[src/rtl/entropy_src_ht_window_ctrl.sv]
// Health-test window controller: counts raw-entropy symbols into windows, gathers
// per-test fail strobes and reports done/fail/alert to the entropy_src main SM.
module entropy_src_ht_window_ctrl #(
    parameter int unsigned RngBusWidth = 4,
    parameter int unsigned NumTests    = 5,
    parameter int unsigned CntWidth    = 16
) (
    input  logic                clk_i,
    input  logic                rst_ni,
    input  logic                enable_i,
    input  logic [CntWidth-1:0] window_size_i,
    input  logic                symbol_vld_i,
    input  logic [NumTests-1:0] test_fail_i,
    input  logic [CntWidth-1:0] alert_threshold_i,
    input  logic                rst_alert_cntr_i,
    output logic                ht_done_pulse_o,
    output logic                ht_fail_pulse_o,
    output logic                alert_thresh_fail_o,
    output logic [NumTests-1:0] fail_tests_o,
    output logic [CntWidth-1:0] alert_cnt_o,
    output logic [CntWidth-1:0] total_fail_cnt_o,
    output logic [CntWidth-1:0] window_bits_o,
    output logic                cfg_err_o
);

    localparam logic [1:0] StIdle = 2'd0;
    localparam logic [1:0] StRun  = 2'd1;
    localparam logic [1:0] StEval = 2'd2;

    localparam logic [CntWidth-1:0] SymBits = CntWidth'(RngBusWidth);
    localparam logic [CntWidth-1:0] CntMax  = {CntWidth{1'b1}};
    localparam logic [CntWidth-1:0] CntOne  = CntWidth'(1);

    logic [1:0]          state_q, state_d;
    logic                enable_q;
    logic [CntWidth-1:0] win_size_q, win_size_d;
    logic [CntWidth-1:0] window_bits_q, window_bits_d;
    logic [NumTests-1:0] sticky_q, sticky_d;
    logic [NumTests-1:0] pending_q, pending_d;
    logic [NumTests-1:0] fail_tests_q, fail_tests_d;
    logic [CntWidth-1:0] alert_cnt_q, alert_cnt_d;
    logic [CntWidth-1:0] total_fail_q, total_fail_d;
    logic                cfg_err_q, cfg_err_d;

    logic                done;
    logic                fail;
    logic                last_sym;
    logic                size_ok;
    logic [NumTests-1:0] eval_fails;
    logic [CntWidth-1:0] alert_cnt_next;

    // Window evaluation terms; late fails in the Eval cycle still belong to the completed window
    always_comb begin
        done           = (state_q == StEval) && enable_i;
        eval_fails     = pending_q | test_fail_i;
        fail           = done && (|eval_fails);
        alert_cnt_next = (fail && (alert_cnt_q != CntMax)) ? alert_cnt_q + CntOne : alert_cnt_q;
        size_ok        = (window_size_i != '0) && ((window_size_i % SymBits) == '0);
        last_sym       = symbol_vld_i && ((window_bits_q + SymBits) == win_size_q);
    end

    always_comb begin
        state_d       = state_q;
        win_size_d    = win_size_q;
        window_bits_d = window_bits_q;
        sticky_d      = sticky_q;
        pending_d     = pending_q;
        fail_tests_d  = fail_tests_q;
        cfg_err_d     = cfg_err_q;
        alert_cnt_d   = rst_alert_cntr_i ? '0 : alert_cnt_next;
        total_fail_d  = (fail && (total_fail_q != CntMax)) ? total_fail_q + CntOne : total_fail_q;

        if (!enable_i) begin
            state_d       = StIdle;
            window_bits_d = '0;
            sticky_d      = '0;
            pending_d     = '0;
            alert_cnt_d   = '0;
            cfg_err_d     = 1'b0;
        end else begin
            unique case (state_q)
                StIdle: begin
                    if (!enable_q) begin
                        win_size_d = window_size_i;
                        if (size_ok) begin
                            state_d = StRun;
                        end else begin
                            cfg_err_d = 1'b1;
                        end
                    end
                end
                StRun: begin
                    if (last_sym) begin
                        window_bits_d = '0;
                        pending_d     = sticky_q | test_fail_i;
                        sticky_d      = '0;
                        state_d       = StEval;
                    end else begin
                        sticky_d = sticky_q | test_fail_i;
                        if (symbol_vld_i) begin
                            window_bits_d = window_bits_q + SymBits;
                        end
                    end
                end
                StEval: begin
                    fail_tests_d = eval_fails;
                    pending_d    = '0;
                    state_d      = StRun;
                    // A symbol here opens the next window (and may close it for tiny windows)
                    if (last_sym) begin
                        window_bits_d = '0;
                        pending_d     = sticky_q;
                        sticky_d      = '0;
                        state_d       = StEval;
                    end else if (symbol_vld_i) begin
                        window_bits_d = window_bits_q + SymBits;
                    end
                end
                default: begin
                    state_d = StIdle;
                end
            endcase
        end
    end

    always_ff @(posedge clk_i or negedge rst_ni) begin
        if (!rst_ni) begin
            state_q       <= StIdle;
            enable_q      <= 1'b0;
            win_size_q    <= '0;
            window_bits_q <= '0;
            sticky_q      <= '0;
            pending_q     <= '0;
            fail_tests_q  <= '0;
            alert_cnt_q   <= '0;
            total_fail_q  <= '0;
            cfg_err_q     <= 1'b0;
        end else begin
            state_q       <= state_d;
            enable_q      <= enable_i;
            win_size_q    <= win_size_d;
            window_bits_q <= window_bits_d;
            sticky_q      <= sticky_d;
            pending_q     <= pending_d;
            fail_tests_q  <= fail_tests_d;
            alert_cnt_q   <= alert_cnt_d;
            total_fail_q  <= total_fail_d;
            cfg_err_q     <= cfg_err_d;
        end
    end

    assign ht_done_pulse_o     = done;
    assign ht_fail_pulse_o     = fail;
    assign alert_thresh_fail_o = done && (alert_threshold_i != '0) &&
                                 (alert_cnt_next >= alert_threshold_i);
    assign fail_tests_o        = fail_tests_q;
    assign alert_cnt_o         = alert_cnt_q;
    assign total_fail_cnt_o    = total_fail_q;
    assign window_bits_o       = window_bits_q;
    assign cfg_err_o           = cfg_err_q;

endmodule

[config.mk]
export PLATFORM = sky130hd
export DESIGN_NAME = entropy_src_ht_window_ctrl
export DESIGN_NICKNAME = d
export VERILOG_FILES = /design/src/rtl/entropy_src_ht_window_ctrl.sv
export SDC_FILE = /design/constraint.sdc
export NUM_CORES = 1
export LEC_CHECK = 0
export CAP_MARGIN = 20
export CORE_MARGIN = 1
export CORE_UTILIZATION = 47
export DETAILED_ROUTE_END_ITERATION = 12
export PLACE_DENSITY = 0.77
export SLEW_MARGIN = 20
export SYNTH_ARGS = -nofsm -noshare
export SYNTH_HDL_FRONTEND = slang
export SYNTH_SLANG_ARGS = --single-unit
export TNS_END_PERCENT = 10
[constraint.sdc]
create_clock -name clk_i -period 3.4 [get_ports clk_i]
set_clock_uncertainty 0.1 [all_clocks]
set_input_delay 0.51 -clock clk_i [delete_from_list [all_inputs] [get_ports clk_i]]
set_output_delay 0.51 -clock clk_i [all_outputs]
set_load 0.03 [all_outputs]
-- Word level (Yosys, flattened, before mapping)
Index checks and enable logic that the tools add are counted.
- bits in registers: 83
- latch bits: 0
- memory bits (writable): 0
- ROM bits: 0
- input bits: 42
- output and inout port bits: 57
- word-level logic and storage cells: 78
- memories kept: 0
- add/sub/neg operators: 3
- $mul: 0
- div/mod/pow operators: 0
- order comparisons: 1
- equality and inequality tests: 15
- shift-type cells: 0
- muxes and demuxes: 25
- bitwise operators: 3
- reductions and logical operators: 21
- operators with widths (kind ; number):
    16-bit two-way mux ; 7
    16-bit by 1-bit adder with 16-bit output (second input constant) ; 2
    16-bit inequality test (second input constant) ; 2
    16-bit nonzero test ; 2
    5-bit two-way mux ; 6
    5-bit one-hot mux with 2 select lines ; 2
    16-bit by 3-bit adder with 16-bit output (second input constant) ; 1
    16-bit equality test ; 1
    16-bit >= comparator ; 1
    16-bit zero test ; 1
    3-bit inequality test (second input constant) ; 4
    2-bit two-way mux ; 5
    5-bit OR ; 2
    3-bit AND reduction ; 3
    1-bit logical AND ; 8
    2-bit AND reduction ; 4
    2-bit inequality test (second input constant) ; 3
    3-bit by 1-bit inequality test with 1-bit output (second input constant) ; 2
    2-bit one-hot mux with 3 select lines ; 1
    5-bit OR reduction ; 1
    1-bit two-way mux ; 4
    2-bit by 1-bit equality test with 1-bit output (second input constant) ; 1
    2-bit equality test (second input constant) ; 1
    2-bit zero test ; 1
    3 further kinds ; 3

-- Longest topological paths before layout
Gate-level depths: netlist of the first run.
- word-level depth: 7
- mapped depth: 15
- mapped depth without buffers: 15

-- Worst setup path before layout of the first run
OpenSTA, ideal clock, no wires.
- path type: flip-flop to output port
- start point: register alert_cnt_q[8], in the netlist alert_cnt_o[8]
- end point: output alert_thresh_fail_o
- arrival time: 2.954 ns
- required time: 2.790 ns
- path slack: -0.164 ns
- cell stages (with the launch flop): 14
- path through: dfrtp_1 and4_1 and4_1 a41o_1 or2_2 nor2_1 nand4_1 xnor2_1 ha_1 nand4_1 nor2_1 o21ai_0 a21oi_1 o21a_1
- word-level cells in the longest chain between the ends: 5
- elaborated cells on any way between the ends: 6
- RTL lines (element ; line ; RTL):
    start, declared ; 41 ; logic [CntWidth-1:0] alert_cnt_q, alert_cnt_d;
    start signal, assigned ; 146 ; alert_cnt_q <= alert_cnt_d;
    parallel branches: the longest is 2 deep, another holds 16-bit by 1-bit adder with 16-bit output ; -- ;
    16-bit two-way mux (*) ; 57 ; alert_cnt_next = (fail && (alert_cnt_q != CntMax)) ? alert_cnt_q + CntOne : alert_cnt_q;
    16-bit >= comparator (*) ; 155 ; (alert_cnt_next >= alert_threshold_i);
    1-bit logical AND (*) ; 154 ; assign alert_thresh_fail_o = done && (alert_threshold_i != '0) &&
    end, declared ; 18 ; output logic alert_thresh_fail_o,
Every way passes the cells marked *.

-- Final worst setup path of the first run
- start point: register state_q[0]
- end point: output alert_thresh_fail_o
- word-level cells in the longest chain between the ends: 7
- elaborated cells on any way between the ends: 8
- RTL lines (element ; line ; RTL):
    start, declared ; 34 ; logic [1:0] state_q, state_d;
    start signal, assigned ; 128 ; state_q <= StIdle;
    start signal, assigned ; 139 ; state_q <= state_d;
    2-bit equality test (*) ; 54 ; done = (state_q == StEval) && enable_i;
    1-bit logical AND (*) ; 54 ;
    1-bit logical AND ; 56 ; fail = done && (|eval_fails);
    1-bit logical AND ; 57 ;
    16-bit two-way mux ; 57 ;
    16-bit >= comparator ; 155 ;
    1-bit logical AND (*) ; 154 ;
Every way passes the cells marked *; elsewhere a longest branch is shown, timed or not.

==> reports/results.tsv, run 1 <==
stage	metric	value	unit
clock_network	Root Buffer	clkbuf_8	
place	input/output buffers	96	
yosys	share of Yosys cell area claimed by the top area cell type	0.421	
clock_network	CTS buffer count	9	
yosys	post-synthesis cell area	0.00482	sq mm
cells_and_area	share of post-route cells with drive strength above 1	0.202	
detailed_routing	First-pass DRT Iterations	4	
timing	Slew Viols, Final	0	
detailed_routing	via count	4196	
global_routing	GRT overflow	0	
detailed_routing	1st-iter DRT viols	145	
worst_setup_path	Max FO, Critical Path	4	
power	sw frac	0.331	
timing	Worst Slack Setup Final	-0.544	ns
status	violated checks	negative setup slack	
min_path	HP Class	input port to async pin	
clock_network	H-tree Lvls	3	
power	Power Density	438	mW/mm^2
yosys	ys async rst share	1.00	
worst_setup_path	CP endpoint kind	output port	
detailed_routing	Avg WL per Cell	15.7	microns
clock_network	clk sinks	81	
timing	hold slack	0.109	ns
place	GP Congestion	0.814	
die	row count	36	
flow_run	Max Cap Viol	0	
yosys	number of synthesized flops with an enable pin	0	
timing	Final setup viols	1	
clock_network	Clk pin slew, worst setup/hold paths	0.08	ns
die	Ports	99	
die	die area	0.0107	sq mm
global_routing	number of global-route vias before repair	4360	
yosys	Area contributors post-synth	dfrtp_1, ha_1, xnor2_1, mux2_2, nand2_1	
cells_and_area	ANT cells	0	
global_routing	first-pass GRT wire length	20400	microns
power	sequential share of power	0.430	
power	internal power	1910	uW
yosys	cells after synthesis	491	
die	core box area	0.00986	sq mm
worst_setup_path	crit path DAT	3.33	ns
clock_network	CTS tree	done	
detailed_routing	Post-DRT Antenna Nets	0	
worst_setup_path	CP Launch Type	flop	
yosys	Main synth FF type	dfrtp_1	
timing	Rel. slew slack	0.428	
detailed_routing	drt via density	5.44	
die	starting density of the core	0.488	
timing	min cycle time layout	3.94	ns
die	Die X	103	microns
timing	Final period util	1.16	
timing	Fin. Hold Viols	0	
detailed_routing	DRC Markers	0	
yosys	sequential cell area fraction in the yosys report	0.421	
timing	Max Clock Freq	0.254	GHz
yosys	leading area contributor after synthesis	dfrtp_1	
yosys	Yosys reg bits	81	
detailed_routing	WL final	12200	microns
yosys	Post-Syn Area per Cell	9.81	sq um
place	hpwl dp	8770	microns
global_routing	largest net degree at the start of global routing	61	
cells_and_area	Layout area overhead	35.7	%
place	dpl ws	-1.18	ns
status	outcome	finished, violations left	
global_routing	initial antenna violation count	0	
worst_setup_path	Crit Path Class	flop to output port	
worst_setup_path	Critical Path RT	2.79	ns
timing	RSZ-0062 raised after global routing	yes	
yosys	yosys synthesis warning count	0	
timing	Worst-Margin Slew	0.856	ns
power	Peak VDD IR	254	uV
yosys	number of library cell types mapped by synthesis	58	
power	cell leakage power	0.00292	uW
power	Clock Power Share	0.261	
clock_network	clock tree buffer depth	2	
die	Die Ht	103	microns
cells_and_area	nets	699	
power	Comb pwr share	0.309	
power	P_sw	947	uW
clock_network	clk_lat worst skew	0.36	ns
global_routing	Global Route Usage Sum	0.250	
clock_network	CTS Hold Bufs	0	
[state kept, by name, summed over array words and instances, names as in the netlist]
signal	cells
window_bits_o	14
win_size_q	16
pending_q	5
alert_cnt_o	16
fail_tests_o	5
cfg_err_o	1
sticky_q	5
enable_q	1
total_fail_cnt_o	16
state_q	2
[final timing paths]
| kind | startpoint | to | slack, ns | cells after the start |
|---|---|---|---|---|
| setup reg to reg | window_bits_o[2] | window_bits_o[4] | 0.29 | 10 |
| max in group asynchronous | rst_ni | pending_q[4] | 2.42 | 2 |
| min in group clk_i | fail_tests_o[3] | fail_tests_o[3] | 0.39 | 2 |
| setup / recovery | state_q[0] | alert_thresh_fail_o | -0.54 | 16 |
| hold reg to reg | fail_tests_o[3] | fail_tests_o[3] | 0.39 | 2 |
| hold / removal | rst_ni | win_size_q[9] | 0.11 | 1 |
[synthesized netlist by cell type (6+ instances only)]
cell and n:
o21ai_0 22, inv_1 26, nand3_1 14, a31oi_1 8
nor2b_1 21, nor2_1 25, dfrtp_1 81, xnor2_1 28
clkbuf_1 10, and3_1 9, a21oi_1 22, ha_1 23
xor2_1 19, a21o_1 6, mux2_2 19, nor4_1 9
nand2_1 47, buf_4 7, nand4_1 11
[metal layers]
layer,GRT usage,vias up,share of wire
met5,0,-,0
met4,0.107,0,0.020
met3,0.0423,22,0.038
met2,0.431,108,0.51
met1,0.312,2054,0.43
li1,-,2012,-
[per-stage QoR]
stage | power, uW | std cells | util | setup TNS [ns] | cell area, sq um
floorplan | 1780 | 492 | - | 0 | 4840
detailed placement | 2100 | 744 | 0.625 | -1.18 | 6170
global route | 3030 | 772 | 0.663 | -0.714 | 6540
CTS | 2870 | 769 | 0.656 | -0.542 | 6470
global placement | 2060 | 744 | 0.625 | -1.13 | 6170
finish | 2860 | 772 | 0.663 | -0.544 | 6540
[power groups by stage]
stage,Clock [uW],Sequential [uW],Combinational (uW)
global route,799,1250,976
global placement,0,1240,824
detailed placement,0,1250,852
floorplan,0,1300,478
finish,745,1230,885
CTS,760,1230,876
[what timing repair did]
action	4_1_cts	5_1_grt
setup endpoints to repair	1	1
pin swaps	16	18
cloned	0	0
setup buffers	9	3
resized for setup	24	7
[kinds of logic after synthesis]
family | synth area share
other | 0.000778
AO/OA/AOI/OAI | 0.125
buffers and inverters | 0.0478
XOR/XNOR | 0.0855
adder cells (fa/ha/maj) | 0.0597
AND/OR/NAND/NOR | 0.216
multiplexers | 0.0444
flip-flops | 0.421
[layout by cell type (no fill, tap or decap), types with 9 or more instances in the layout]
cell type and n:
nand3_1 14, o21ai_0 19, and3_1 9, nand4_1 11, nor2b_1 21, mux2_2 18, dfrtp_1 75, clkdlybuf4s50_1 87
ha_1 21, nor2_1 22, a21oi_1 20, xor2_1 18, clkbuf_8 11, xnor2_1 26, buf_4 58, nand2_1 45
inv_1 25
[area by class of cell]
class | instances | area (sq um)
clock buffer | 12 | 155
multi-input combinational | 363 | 2660
inverter | 27 | 101
clock inverter | 4 | 51.3
sequential | 81 | 2030
timing repair buffer | 152 | 1370
fill | 779 | 3330
tap | 133 | 166
[worst max-delay path, stage by stage (launching register included)]
cell	delay [ns]
dfrtp_1	0.40
inv_2	0.09
ha_4	0.13
nand2_2	0.05
a41o_1	0.24
a41o_1	0.27
or2_4	0.28
nor2_4	0.12
buf_4	0.12
nand2_1	0.09
xnor2_2	0.19
ha_1	0.27
a21o_1	0.15
a21oi_1	0.13
o21ai_1	0.08
o21a_2	0.22
buf_6	0.13
No activity file was read; power rests on OpenSTA's default activity.
==> run 2, diff against run 1 <==
Settings changed: CORE_MARGIN 1 to 8, CTS_BUF_LIST set to sky130_fd_sc_hd__clkbuf_16, SLEW_MARGIN 20 to not set.
==> reports/results.tsv, run 2 (synthesized netlist as in run 1, its figures left out) <==
stage	metric	value	unit
global_routing	global routing usage on met1	0.235	
status	violated checks	negative setup slack	
clock_network	clk sinks	81	
worst_setup_path	CP dominant cell by count	buf_6	
worst_setup_path	Worst path top cell family by delay	compound AO/OA/AOI/OAI gates	
cells_and_area	ANT cells	0	
timing	min cycle time layout	3.89	ns
power	internal power	2240	uW
worst_setup_path	slowest CP cell	dfrtp_1	
status	outcome	finished, violations left	
worst_setup_path	WP depth	16	
global_routing	Global Route Usage Sum	0.192	
global_routing	M3 GR Usage	0.0467	
cells_and_area	nets	689	
die	Die X	117	microns
cells_and_area	final core utilization	0.655	
detailed_routing	First-pass DRT Iterations	5	
worst_setup_path	Crit Path Class	flop to output port	
worst_setup_path	CP Launch Type	flop	
cells_and_area	fillers	790	
power	cell leakage power	0.00294	uW
clock_network	clock tree buffer depth	2	
die	die area	0.0137	sq mm
timing	Final period util	1.14	
cells_and_area	commonest cells after routing, fill and taps aside	clkdlybuf4s50_1, dfrtp_1, nand2_1, buf_4, xnor2_1	
cells_and_area	most common cell after layout, fill and taps aside	clkdlybuf4s50_1	
timing	Fin. Hold Viols	0	
cells_and_area	share of post-route cells with drive strength above 1	0.192	
min_path	HP Class	input port to async pin	
global_routing	GRT Max-Usage Layer	met2	
place	placed instance area	0.00617	sq mm
die	Ports	99	
clock_network	Root Buffer	clkbuf_16	
worst_setup_path	slowest stage delay, CP	0.39	ns
die	Die Ht	117	microns
detailed_routing	WL final	12700	microns
clock_network	CTS buffer count	9	
worst_setup_path	R2R depth	10	
cells_and_area	Layout area overhead	37.9	%
detailed_routing	Avg WL per Cell	16.6	microns
timing	hold slack	0.131	ns
power	Peak VDD IR	333	uV
global_routing	first-pass GRT wire length	20900	microns
global_routing	largest net degree at the start of global routing	58	
global_routing	number of global-route vias before repair	4359	
power	Comb pwr share	0.270	
global_routing	GRT overflow	0	
die	core box area	0.0101	sq mm
flow_run	Max Cap Viol	0	
place	input/output buffers	96	
worst_setup_path	Buf+Inv Stages, Crit Path	3	
cells_and_area	final instance area	0.00664	sq mm
clock_network	clk_lat worst skew	0.33	ns
detailed_routing	Post-DRT Antenna Nets	0	
detailed_routing	drt via density	5.48	
timing	Worst-Margin Slew	0.833	ns
timing	Max Clock Freq	0.257	GHz
detailed_routing	DRC Markers	0	
worst_setup_path	CP endpoint kind	output port	
power	Power Density	486	mW/mm^2
timing	Slew Viols, Final	0	
power	sw frac	0.307	
detailed_routing	via count	4195	
timing	Rel. slew slack	0.443	
clock_network	CTS tree	done	
worst_setup_path	Max FO, Critical Path	4	
worst_setup_path	worst-path cell chain	inv_2 -> ha_4 -> nand2_4 -> a41o_1 -> a41o_4 -> or2_4 -> buf_6 -> xnor2_4 -> ha_1 -> a21o_1 -> a21oi_2 -> nor2b_1 -> o21ai_1 -> a21oi_1 -> o21a_2 -> buf_6	
die	row count	37	
power	P_sw	992	uW
clock_network	Clk pin slew, worst setup/hold paths	0.06	ns
timing	Final setup viols	1	
timing	Worst Slack Setup Final	-0.485	ns
detailed_routing	1st-iter DRT viols	249	
clock_network	H-tree Lvls	3	
place	GP Congestion	0.856	
global_routing	initial antenna violation count	0	
worst_setup_path	Critical Path RT	2.79	ns
die	starting density of the core	0.475	
power	sequential share of power	0.383	
power	Clock Power Share	0.347	
place	hpwl dp	9490	microns
timing	RSZ-0062 raised after global routing	yes	
global_routing	met2 Track Usage GR	0.320	
worst_setup_path	crit path DAT	3.28	ns
[run 2: what timing repair did]
action	CTS	global route
endpoints found under the hold margin	0	0
pin swaps	16	10
hold buffers	0	0
endpoints found under the setup margin	1	1
buffers inserted	3	0
resized for setup	25	12
[run 2: path summary, 6_finish.rpt]
| check | from | endpoint | slack (ns) |
|---|---|---|---|
| worst max-delay path | state_q[0] | alert_thresh_fail_o | -0.49 |
| worst min-delay path | rst_ni | win_size_q[9] | 0.13 |
| worst max register to register | window_bits_o[2] | state_q[1] | 0.31 |
| worst min register to register | fail_tests_o[2] | fail_tests_o[2] | 0.38 |
| max in group asynchronous | rst_ni | alert_cnt_o[8] | 2.32 |
| min in group clk_i | fail_tests_o[2] | fail_tests_o[2] | 0.38 |
[run 2: area by class of cell]
class | count | area (sq um) | share of cell area
Inverter | 27 | 101 | 0.0153
Tap cell | 136 | 170 | 0.0256
Clock inverter | 7 | 119 | 0.0179
Clock buffer | 9 | 225 | 0.0339
Multi-Input combinational cell | 363 | 2680 | 0.403
Timing Repair Buffer | 142 | 1320 | 0.198
Sequential cell | 81 | 2030 | 0.306
[run 2: power groups by stage]
stage,registers (uW),clock network (uW),logic [uW]
after global placement,1240,0,829
after CTS,1240,1130,870
after floorplan,1300,0,478
final,1240,1120,873
after detailed placement,1250,0,859
after global routing,1250,1180,954
[run 2: stage by stage]
stage               TNS, ns  cells  setup slack (ns)  total power, uW
floorplan                 0    492           0.00906             1780
global placement      -1.09    746             -1.09             2070
detailed placement    -1.17    746             -1.17             2110
CTS                  -0.472    765            -0.472             3240
global route         -0.647    765            -0.647             3390
finish               -0.485    765            -0.485             3230
[run 2: routing by layer]
metal	wire length [microns]	share of wire
met5	0	0
met2	6340	0.50
met1	5460	0.43
met4	255	0.020
met3	652	0.051
